`config.mk`:
```
export PLATFORM = sky130hd
export DESIGN_NAME = cpu_io_port
export DESIGN_NICKNAME = d
export VERILOG_FILES = /design/src/rtl/cpu_io_port_pkg.sv /design/src/rtl/cpu_io_port_sync_fifo.sv /design/src/rtl/cpu_io_port.sv
export SDC_FILE = /design/constraint.sdc
export NUM_CORES = 1
export LEC_CHECK = 0
export CELL_PAD_IN_SITES_DETAIL_PLACEMENT = 1
export CELL_PAD_IN_SITES_GLOBAL_PLACEMENT = 2
export CORE_AREA = 2 2 178 127
export CTS_CLUSTER_DIAMETER = 40
export CTS_CLUSTER_SIZE = 24
export DETAILED_ROUTE_END_ITERATION = 12
export DIE_AREA = 0 0 180 129
export PLACE_DENSITY = 0.71
export SLEW_MARGIN = 10
export SYNTH_ARGS = -nofsm -noshare
export SYNTH_HDL_FRONTEND = slang
export SYNTH_SLANG_ARGS = --single-unit
export TNS_END_PERCENT = 10
```
`constraint.sdc`:
```
create_clock -name Clock -period 2.6 [get_ports Clock]
set_input_delay 0.26 -clock Clock [delete_from_list [all_inputs] [get_ports Clock]]
set_output_delay 0.26 -clock Clock [all_outputs]
set_load 0.05 [all_outputs]
```
`src/rtl/cpu_io_port_pkg.sv`:
```
// Shared constants for the CPU I/O port: defaults, presenter state encodings, helpers.
package cpu_io_port_pkg;

  localparam int unsigned DEF_WIDTH       = 10;
  localparam int unsigned DEF_DEPTH       = 8;
  localparam int unsigned DEF_HOLD_CYCLES = 25;

  typedef logic [1:0] pres_state_t;

  localparam pres_state_t ST_IDLE    = 2'd0;
  localparam pres_state_t ST_HOLD    = 2'd1;
  localparam pres_state_t ST_STARVED = 2'd2;

  // Hold counter width: must be able to represent 0..hold
  function automatic int unsigned cnt_width(input int unsigned hold);
    return $clog2(hold + 1);
  endfunction

endpackage

```
`src/rtl/cpu_io_port_sync_fifo.sv`:
```
// First-word-fall-through synchronous FIFO; caller qualifies push/pop against full/empty.
module sync_fifo #(
  parameter int unsigned WIDTH = 10,
  parameter int unsigned DEPTH = 8
) (
  input  logic             i_clk,
  input  logic             i_rst,
  input  logic             i_push,
  input  logic [WIDTH-1:0] i_data,
  input  logic             i_pop,
  output logic [WIDTH-1:0] o_data,
  output logic             o_full,
  output logic             o_empty
);

  localparam int unsigned AW = $clog2(DEPTH);
  localparam int unsigned CW = AW + 1;

  logic [WIDTH-1:0] r_mem [DEPTH];
  logic [AW-1:0]    r_wr_ptr;
  logic [AW-1:0]    r_rd_ptr;
  logic [CW-1:0]    r_count;

  // Pointer and occupancy tracking; pointers wrap naturally at DEPTH
  always_ff @(posedge i_clk) begin
    if (i_rst) begin
      r_wr_ptr <= '0;
      r_rd_ptr <= '0;
      r_count  <= '0;
    end else begin
      if (i_push) r_wr_ptr <= r_wr_ptr + AW'(1);
      if (i_pop)  r_rd_ptr <= r_rd_ptr + AW'(1);
      case ({i_push, i_pop})
        2'b10:   r_count <= r_count + CW'(1);
        2'b01:   r_count <= r_count - CW'(1);
        default: r_count <= r_count;
      endcase
    end
  end

  // Storage write; contents need no reset since occupancy gates visibility
  always_ff @(posedge i_clk) begin
    if (i_push) r_mem[r_wr_ptr] <= i_data;
  end

  assign o_data  = r_mem[r_rd_ptr];
  assign o_full  = (r_count == CW'(DEPTH));
  assign o_empty = (r_count == '0);

endmodule

```
`src/rtl/cpu_io_port.sv`:
```
// Device end of the CPU DataIn/DataOut port: paced word presenter plus DataOut change queue.
module cpu_io_port
  import cpu_io_port_pkg::*;
#(
  parameter int unsigned WIDTH       = DEF_WIDTH,
  parameter int unsigned DEPTH       = DEF_DEPTH,
  parameter int unsigned HOLD_CYCLES = DEF_HOLD_CYCLES
) (
  input  logic             Clock,
  input  logic             Reset,
  input  logic [WIDTH-1:0] InData,
  input  logic             InValid,
  output logic             InReady,
  output logic [WIDTH-1:0] DataIn,
  output logic             InStarved,
  input  logic [WIDTH-1:0] DataOut,
  output logic [WIDTH-1:0] OutData,
  output logic             OutValid,
  input  logic             OutReady,
  output logic             OutOverflow
);

  localparam int unsigned      CNT_W    = cnt_width(HOLD_CYCLES);
  localparam logic [CNT_W-1:0] CNT_LAST = CNT_W'(HOLD_CYCLES - 1);

  // Input queue signals
  logic             w_in_push;
  logic             w_in_pop;
  logic [WIDTH-1:0] w_in_head;
  logic             w_in_full;
  logic             w_in_empty;

  // Output queue signals
  logic             w_out_push;
  logic             w_out_pop;
  logic             w_out_full;
  logic             w_out_empty;
  logic             w_dout_change;

  // Presenter state
  pres_state_t      r_state;
  pres_state_t      w_state_nxt;
  logic [CNT_W-1:0] r_cnt;
  logic [CNT_W-1:0] w_cnt_nxt;
  logic [WIDTH-1:0] r_data_in;
  logic [WIDTH-1:0] w_data_in_nxt;
  logic             r_in_starved;

  // Change detector and overflow state
  logic [WIDTH-1:0] r_dout_q;
  logic             r_overflow;

  // Ready reflects fullness before any same-cycle pop
  assign w_in_push = InValid && !w_in_full;

  sync_fifo #(
    .WIDTH (WIDTH),
    .DEPTH (DEPTH)
  ) u_in_fifo (
    .i_clk   (Clock),
    .i_rst   (Reset),
    .i_push  (w_in_push),
    .i_data  (InData),
    .i_pop   (w_in_pop),
    .o_data  (w_in_head),
    .o_full  (w_in_full),
    .o_empty (w_in_empty)
  );

  // Presenter next-state: load a word when idle, starved, or at the end of a hold
  always_comb begin
    w_state_nxt   = r_state;
    w_cnt_nxt     = r_cnt;
    w_data_in_nxt = r_data_in;
    w_in_pop      = 1'b0;
    case (r_state)
      ST_IDLE, ST_STARVED: begin
        if (!w_in_empty) begin
          w_in_pop      = 1'b1;
          w_data_in_nxt = w_in_head;
          w_cnt_nxt     = '0;
          w_state_nxt   = ST_HOLD;
        end
      end
      ST_HOLD: begin
        if (r_cnt == CNT_LAST) begin
          if (!w_in_empty) begin
            w_in_pop      = 1'b1;
            w_data_in_nxt = w_in_head;
            w_cnt_nxt     = '0;
          end else begin
            w_state_nxt = ST_STARVED;
          end
        end else begin
          w_cnt_nxt = r_cnt + CNT_W'(1);
        end
      end
      default: begin
        w_state_nxt = ST_IDLE;
      end
    endcase
  end

  // Presenter registers; InStarved tracks the STARVED state exactly
  always_ff @(posedge Clock) begin
    if (Reset) begin
      r_state      <= ST_IDLE;
      r_cnt        <= '0;
      r_data_in    <= '0;
      r_in_starved <= 1'b0;
    end else begin
      r_state      <= w_state_nxt;
      r_cnt        <= w_cnt_nxt;
      r_data_in    <= w_data_in_nxt;
      r_in_starved <= (w_state_nxt == ST_STARVED);
    end
  end

  // A full queue still accepts a change when the host drains one in the same cycle
  assign w_dout_change = (DataOut != r_dout_q);
  assign w_out_pop     = OutReady && !w_out_empty;
  assign w_out_push    = w_dout_change && (!w_out_full || w_out_pop);

  sync_fifo #(
    .WIDTH (WIDTH),
    .DEPTH (DEPTH)
  ) u_out_fifo (
    .i_clk   (Clock),
    .i_rst   (Reset),
    .i_push  (w_out_push),
    .i_data  (DataOut),
    .i_pop   (w_out_pop),
    .o_data  (OutData),
    .o_full  (w_out_full),
    .o_empty (w_out_empty)
  );

  // Previous DataOut sample and sticky overflow on a dropped change
  always_ff @(posedge Clock) begin
    if (Reset) begin
      r_dout_q   <= '0;
      r_overflow <= 1'b0;
    end else begin
      r_dout_q <= DataOut;
      if (w_dout_change && w_out_full && !w_out_pop) r_overflow <= 1'b1;
    end
  end

  assign InReady     = !w_in_full;
  assign DataIn      = r_data_in;
  assign InStarved   = r_in_starved;
  assign OutValid    = !w_out_empty;
  assign OutOverflow = r_overflow;

endmodule

```
Word-level counts from Yosys, hierarchy flattened
Memory sizes are Yosys's and may differ from the RTL's. A register that Yosys moved wholly into a read port is not among the register bits.
Cells that the tools add are included.
Widths: inputs -> output; s select.
Operators by class
  $add $sub $neg: 9
  equal/unequal tests: 12
  mux-type cells: 23
  reduce and logical (&&, ||, !) cells: 18
Operator list (number)
  $mux 10: 2
  $pmux 10 s2: 1
  $pmux 4 s2: 2
  $add 3x1->3 const B: 4
  $mux 3: 4
  $mux 5: 2
  $ne 10x10->1: 1
  $pmux 5 s2: 1
  $add 4x1->4 const B: 2
  $eq 2x2->1 const B: 4
  $eq 4x4->1 const B: 2
  $logic_not 4->1: 2
  $sub 4x1->4 const B: 2
  $eq 2x1->1 const B: 3
  $mux 1: 6
  $mux 2: 3
  $reduce_bool 2->1: 3
  $add 5x1->5 const B: 1
  $eq 5x5->1 const B: 1
  $logic_and 1x1->1: 5
  $logic_not 1->1: 4
  $pmux 2 s2: 1
  $logic_not 2->1: 1
  $ne 2x2->1 const B: 1
  4 further kinds: 4
Word-level totals
  bits in registers: 49
  memory bits (writable): 160
  bits of input ports: 24
  output and inout bits: 24
  logic and storage cells: 76
  memories: 2
Memories
  u_in_fifo.r_mem: depth 8, width 10, read ports 1, clocked after memory_dff 1, wr ports 1, line cpu_io_port_sync_fifo.sv:19  | logic [WIDTH-1:0] r_mem [DEPTH];
  u_out_fifo.r_mem: depth 8, width 10, read ports 1, clocked after memory_dff 1, wr ports 1, line cpu_io_port_sync_fifo.sv:19

Depth between registers and ports, before layout
  depth in word-level cells: 7
  depth in mapped cells: 14
  gate-level depth less buffers: 12

Hierarchy
From an unflattened synthesis, not the netlist that was laid out.
Unflattened totals
  cell total of the unflattened synthesis: 510
  area total of the unflattened synthesis: 8770.9 um^2
By module, submodules not included
  sync_fifo (u_out_fifo): times used 1, cells each 186, area each 3717.3 um^2, seq. area each 2662.6 um^2
  sync_fifo (u_in_fifo): times used 1, cells each 185, area each 3706.1 um^2, seq. area each 2662.6 um^2
  cpu_io_port: times used 1, cells each 139, area each 1347.5 um^2, seq. area each 580.6 um^2

Least setup slack after synthesis
No wires, ideal clock.
  kind: register to register
  from: register r_cnt[0]
  to: register u_in_fifo.r_count[3]
  setup time: 0.070 ns
  arrival time: 2.610 ns
  data required time: 2.530 ns
  path slack: -0.081 ns
  cell stages (with the launch flop): 14
  path buffers: 2
  clock period less this slack: 2.681 ns
  cell sequence: dfxtp_1 > inv_1 > ha_1 > nand4b_1 > o21ai_1 > and2_1 > buf_2 > clkbuf_1 > ha_1 > nor4bb_1 > a21oi_1 > o21a_1 > or3_1 > a21oi_1
On the way
  cells in the longest elaborated chain, start to end: 5
  elaborated cells on any way between the ends: 7
  classes of those cells: eq/ne (3); mux (3); reduce/logical (1)
RTL lines
  start, declared: line cpu_io_port.sv:43  | logic [CNT_W-1:0] r_cnt;
  start signal, assigned: line cpu_io_port.sv:113  | r_cnt <= w_cnt_nxt;
  $eq 5x5->1 (*): line cpu_io_port.sv:86  | if (r_cnt == CNT_LAST) begin
  $mux 1 (*): line cpu_io_port.sv:86
  $pmux 1 s2 (*): line cpu_io_port.sv:76  | case (r_state)
  $eq 2x1->1 or $eq 2x2->1 (tied branches): line cpu_io_port_sync_fifo.sv:33  | case ({i_push, i_pop})
  $pmux 4 s2 or $reduce_bool 2->1 (tied branches)
  end signal, assigned: line cpu_io_port_sync_fifo.sv:34  | 2'b10: r_count <= r_count + CW'(1);
  end signal, assigned: line cpu_io_port_sync_fifo.sv:35  | 2'b01: r_count <= r_count - CW'(1);
  end signal, assigned: line cpu_io_port_sync_fifo.sv:36  | default: r_count <= r_count;
  end, declared: line cpu_io_port_sync_fifo.sv:22  | logic [CW-1:0] r_count;
Every way passes the cells marked *; elsewhere a longest branch is shown, timed or not.
A chain may end at the register's enable or synchronous reset.

Worst setup path after layout
  from: register u_out_fifo.r_count[0]
  to: register u_out_fifo.r_count[3]
On the way
  cells in the longest elaborated chain, start to end: 7
  elaborated cells on any way between the ends: 13
  classes of those cells: add/sub (2); eq/ne (3); mux (1); reduce/logical (7)
RTL lines
  start, declared: line cpu_io_port_sync_fifo.sv:22
  start signal, assigned: line cpu_io_port_sync_fifo.sv:34
  start signal, assigned: line cpu_io_port_sync_fifo.sv:35
  start signal, assigned: line cpu_io_port_sync_fifo.sv:36
  $logic_not 4->1: line cpu_io_port_sync_fifo.sv:48  | assign o_empty = (r_count == '0);
  $logic_not 1->1: line cpu_io_port.sv:121  | assign w_out_pop = OutReady && !w_out_empty;
  $logic_and 1x1->1: line cpu_io_port.sv:121
  $logic_or 1x1->1: line cpu_io_port.sv:122  | assign w_out_push = w_dout_change && (!w_out_full || w_out_pop);
  $logic_and 1x1->1: line cpu_io_port.sv:122
  $eq 2x1->1 or $eq 2x2->1 (tied branches): line cpu_io_port_sync_fifo.sv:33
  $pmux 4 s2 or $reduce_bool 2->1 (tied branches)
Parallel ways exist; a longest one is shown, timed or not.

==> impl_metrics.py <==
metrics = {
    "run_status": {
        "status": "finished, final reports clean",
    },
    "power": {
        "seq_power_share_pct": 38.6,
        "p_int_mw": 7.358,
        "powerDensity_nw_per_um2": 1020,
        "p_sw_mw": 3.458,
        "netSwitchingFraction_pct": 31.97,
        "p_comb_share_pct": 24.9,
        "power.total_mw": 10.82,
        "leakagePower_nw": 3.658,
        "pwr-share-clk_pct": 36.5,
        "vdd_drop_max_mv": 0.6185,
    },
    "worst_setup_path": {
        "r2r_slack_ps": 110,
        "path_buf_inv": 0,
        "critPathLaunch": "u_out_fifo.r_count[0]$_SDFFE_PP0P_",
        "crit_arrival_ps": 2910,
        "start_kind": "register",
        "crit_family": "simple AND/OR/NAND/NOR gates",
        "worstRegToRegCells": 9,
        "worstPathCellList": "or4_4 -> nand2_8 -> and4b_4 -> ha_1 -> a21o_2 -> a21oi_2 -> a21oi_1 -> a22oi_2 -> mux2_1",
        "cp.required_ps": 3020,
        "worstSetupPathType": "reg2reg",
        "cp_max_fo": 2,
        "cpPeakStageDelay_ps": 580,
        "r2r_end": "u_out_fifo.r_count[3]$_SDFFE_PP0P_",
        "rr_startpoint": "u_out_fifo.r_count[0]$_SDFFE_PP0P_",
        "setup.worst_path.end_class": "register",
        "cpMaxStageDelayCell": "or4_4",
    },
    "sta": {
        "slew-limit-headroom_pct": 51.12,
        "fmax_ghz": 0.4016,
        "final.setup.tns_ps": 0,
        "fin_ws_ps": 109.8,
        "final-setup-viol-count": 0,
        "worst_pin_slew_ps": 732.2,
        "finalCritPeriodShare_pct": 95.78,
        "hold_ws_ps": 237.2,
        "finalHoldViolations": 0,
        "period_needed_ps": 2490,
        "drv_slew": 0,
        "clock_skew_ps": 19.92,
        "rsz0062_at_grt": "false",
    },
    "place": {
        "pre_cts_ws_ps": -257.8,
        "place.gp.congestion": 0.6928,
        "placed_area_um2": 9589,
        "dp_hpwl_mm": 12.06,
        "numPortBuffers": 47,
        "dpl.cell_count": 859,
    },
    "drt": {
        "firstDrtPassIters": 4,
        "drt_iter0_markers": 307,
        "avgViaCountPerCell": 5.057,
        "dr_total_vias": 4607,
        "drc": 0,
        "wl_mm": 18.54,
        "wl_per_cell_um": 20.35,
        "drt.antenna.violating_nets": 0,
    },
    "yosys": {
        "synth_cells": 498,
        "ys.flop_type": "edfxtp_1",
        "avgSynthCellArea_um2": 17.03,
        "synth_cell_types": 53,
        "synth-async-reset-ratio_pct": 0,
        "ys_ff_latch": 215,
        "synth_warnings": 0,
        "syn-cell-area_um2": 8483,
        "syn_nets": 534,
        "synth_edf_count": 160,
        "ys_seq_area_share_pct": 69.62,
    },
    "hold_path": {
        "worstHoldEndpoint": "u_out_fifo.r_wr_ptr[1]$_SDFFE_PP0P_",
        "hp-start": "Reset",
        "hold_depth": 2,
        "worstHoldPathType": "in2reg",
    },
    "cts": {
        "root_buffer": "clkbuf_16",
        "cts_buffers": 28,
        "cts_tree": "done",
        "htreeDepth": 1,
        "clk-insertion-delay-late_ps": 540,
        "cts_sinks": 215,
        "clockBufferDepth": 3,
        "clk_pin_slew_ps": 70,
    },
    "floorplanning": {
        "die_w_um": 180,
        "start_util_pct": 39.55,
        "io_pins": 48,
        "row_count": 45,
        "die_h_um": 129,
        "core_um2": 21450,
        "dieArea_um2": 23220,
    },
    "global_routing": {
        "grt_use_total_pct": 16.35,
        "grt_overflow_total": 0,
        "grt_pass1_vias": 4955,
        "grt_first_pass_wirelength_mm": 28.81,
        "antenna_found_initial": 1,
        "grt_start_max_net_pins": 34,
    },
    "final_layout": {
        "antennaDiodeCount": 0,
        "final_common_cell": "edfxtp_1",
        "areaGrowthSynthToFinish_pct": 24.99,
        "fin_cells": 911,
        "fin_nets": 643,
        "final_cell_mix": "160 x edfxtp_1, 63 x buf_4, 54 x dfxtp_1",
        "fin_util_pct": 49.43,
        "final_area_um2": 10600,
        "drive_gt1_share_pct": 30.21,
    },
    "flow_run": {
        "cap_violations": 0,
    },
}
==> cell type report <==
cell class	count	area [µm²]
fill	2031	10850
sequential	215	5907
timing repair buffer	101	857.1
tap	282	352.8
clock inverter	24	295.3
inverter	8	30.03
multi-input combinational	253	2460
clock buffer	28	700.7
==> power by group through the flow <==
stage / Clock, mW / Combinational [mW] / Sequential [mW]
2_1_floorplan: 0 / 1.75 / 4.35
3_3_place_gp: 0 / 2.64 / 4.23
3_5_place_dp: 0 / 2.71 / 4.25
4_1_cts: 4.04 / 2.74 / 4.18
5_1_grt: 4.17 / 2.92 / 4.21
6_report: 3.94 / 2.69 / 4.18
==> flip-flops by register name (all words and copies together) (netlist names), 4 cells and up, named ones only <==
signal	flops
u_in_fifo.r_count	4
DataIn	10
u_in_fifo.r_mem	80
r_dout_q	10
r_cnt	5
u_out_fifo.r_mem	80
u_out_fifo.r_count	4
==> worst reg2reg max path, cell delays in order (launching register included) <==
cell	delay (ps)
dfxtp_1	320
or4_4	580
nand2_8	100
and4b_4	200
ha_1	280
a21o_2	220
a21oi_2	170
a21oi_1	70
a22oi_2	120
mux2_1	330
==> worst max path at each step <==
stage                                               to  slack (ps)  depth (start not counted)
floorplan           u_out_fifo.r_count[3]$_SDFFE_PP0P_         -20                         10
global placement    u_out_fifo.r_count[3]$_SDFFE_PP0P_        -250                         10
detailed placement  u_out_fifo.r_count[3]$_SDFFE_PP0P_        -260                         10
CTS                 u_out_fifo.r_count[3]$_SDFFE_PP0P_          40                          9
global route         u_in_fifo.r_count[2]$_SDFFE_PP0P_          10                         12
finish              u_out_fifo.r_count[3]$_SDFFE_PP0P_         110                          9
==> synth_stat cells (2+ instances only) <==
library cell	count	area share, %
xnor2_1	2	0.21
and2_1	2	0.15
nor3_1	10	0.59
ha_1	11	1.6
inv_1	8	0.35
nand2_1	17	0.75
o21ai_0	3	0.18
nor3b_1	2	0.18
nor4bb_1	2	0.24
nor2_1	39	1.7
nor4_1	2	0.15
xor2_1	19	2.0
nor2b_1	12	0.88
buf_2	6	0.35
mux2_2	10	1.3
a211oi_1	11	0.97
buf_1	2	0.089
or3_1	2	0.15
nand2b_1	4	0.29
mux2_4	3	0.53
edfxtp_1	160	57
mux4_2	40	11
clkbuf_1	11	0.49
clkbuf_8	2	0.32
dfxtp_1	55	13
a21oi_1	16	0.94
nand3_1	9	0.53
mux2i_1	13	1.5
==> metal layers <==
layer  vias up  global-route usage, %  share of wire (%)
met5         -                      0              0.054
met2        85                  26.19                 47
li1       2156                      -                  -
met3        28                  3.198                4.4
met4         2                  3.587                1.4
met1      2336                  23.39                 47
==> cells by family (layout without fill, tap and decap cells) <==
group                      count (synthesis)  in the layout  share of synthesized area [%]
AOI/OAI and AO/OA                         40             40                          3.304
adders and majority gates                 12             12                          1.858
DFF                                      215            215                          69.62
xor gates and xnor gates                  21             21                          2.168
muxes                                     67             67                          14.14
buffers and inverters                     30            161                          1.741
and+or+nand+nor                          113            113                          7.168
==> what timing repair did <==
item | in CTS | in global routing
pin swaps | 0 | 0
hold buffers | 0 | 0
setup buffers | 0 | 0
gates resized for setup | 2 | 6
endpoints found under the setup margin | 2 | 3
(Power assumes the default switching activity.)
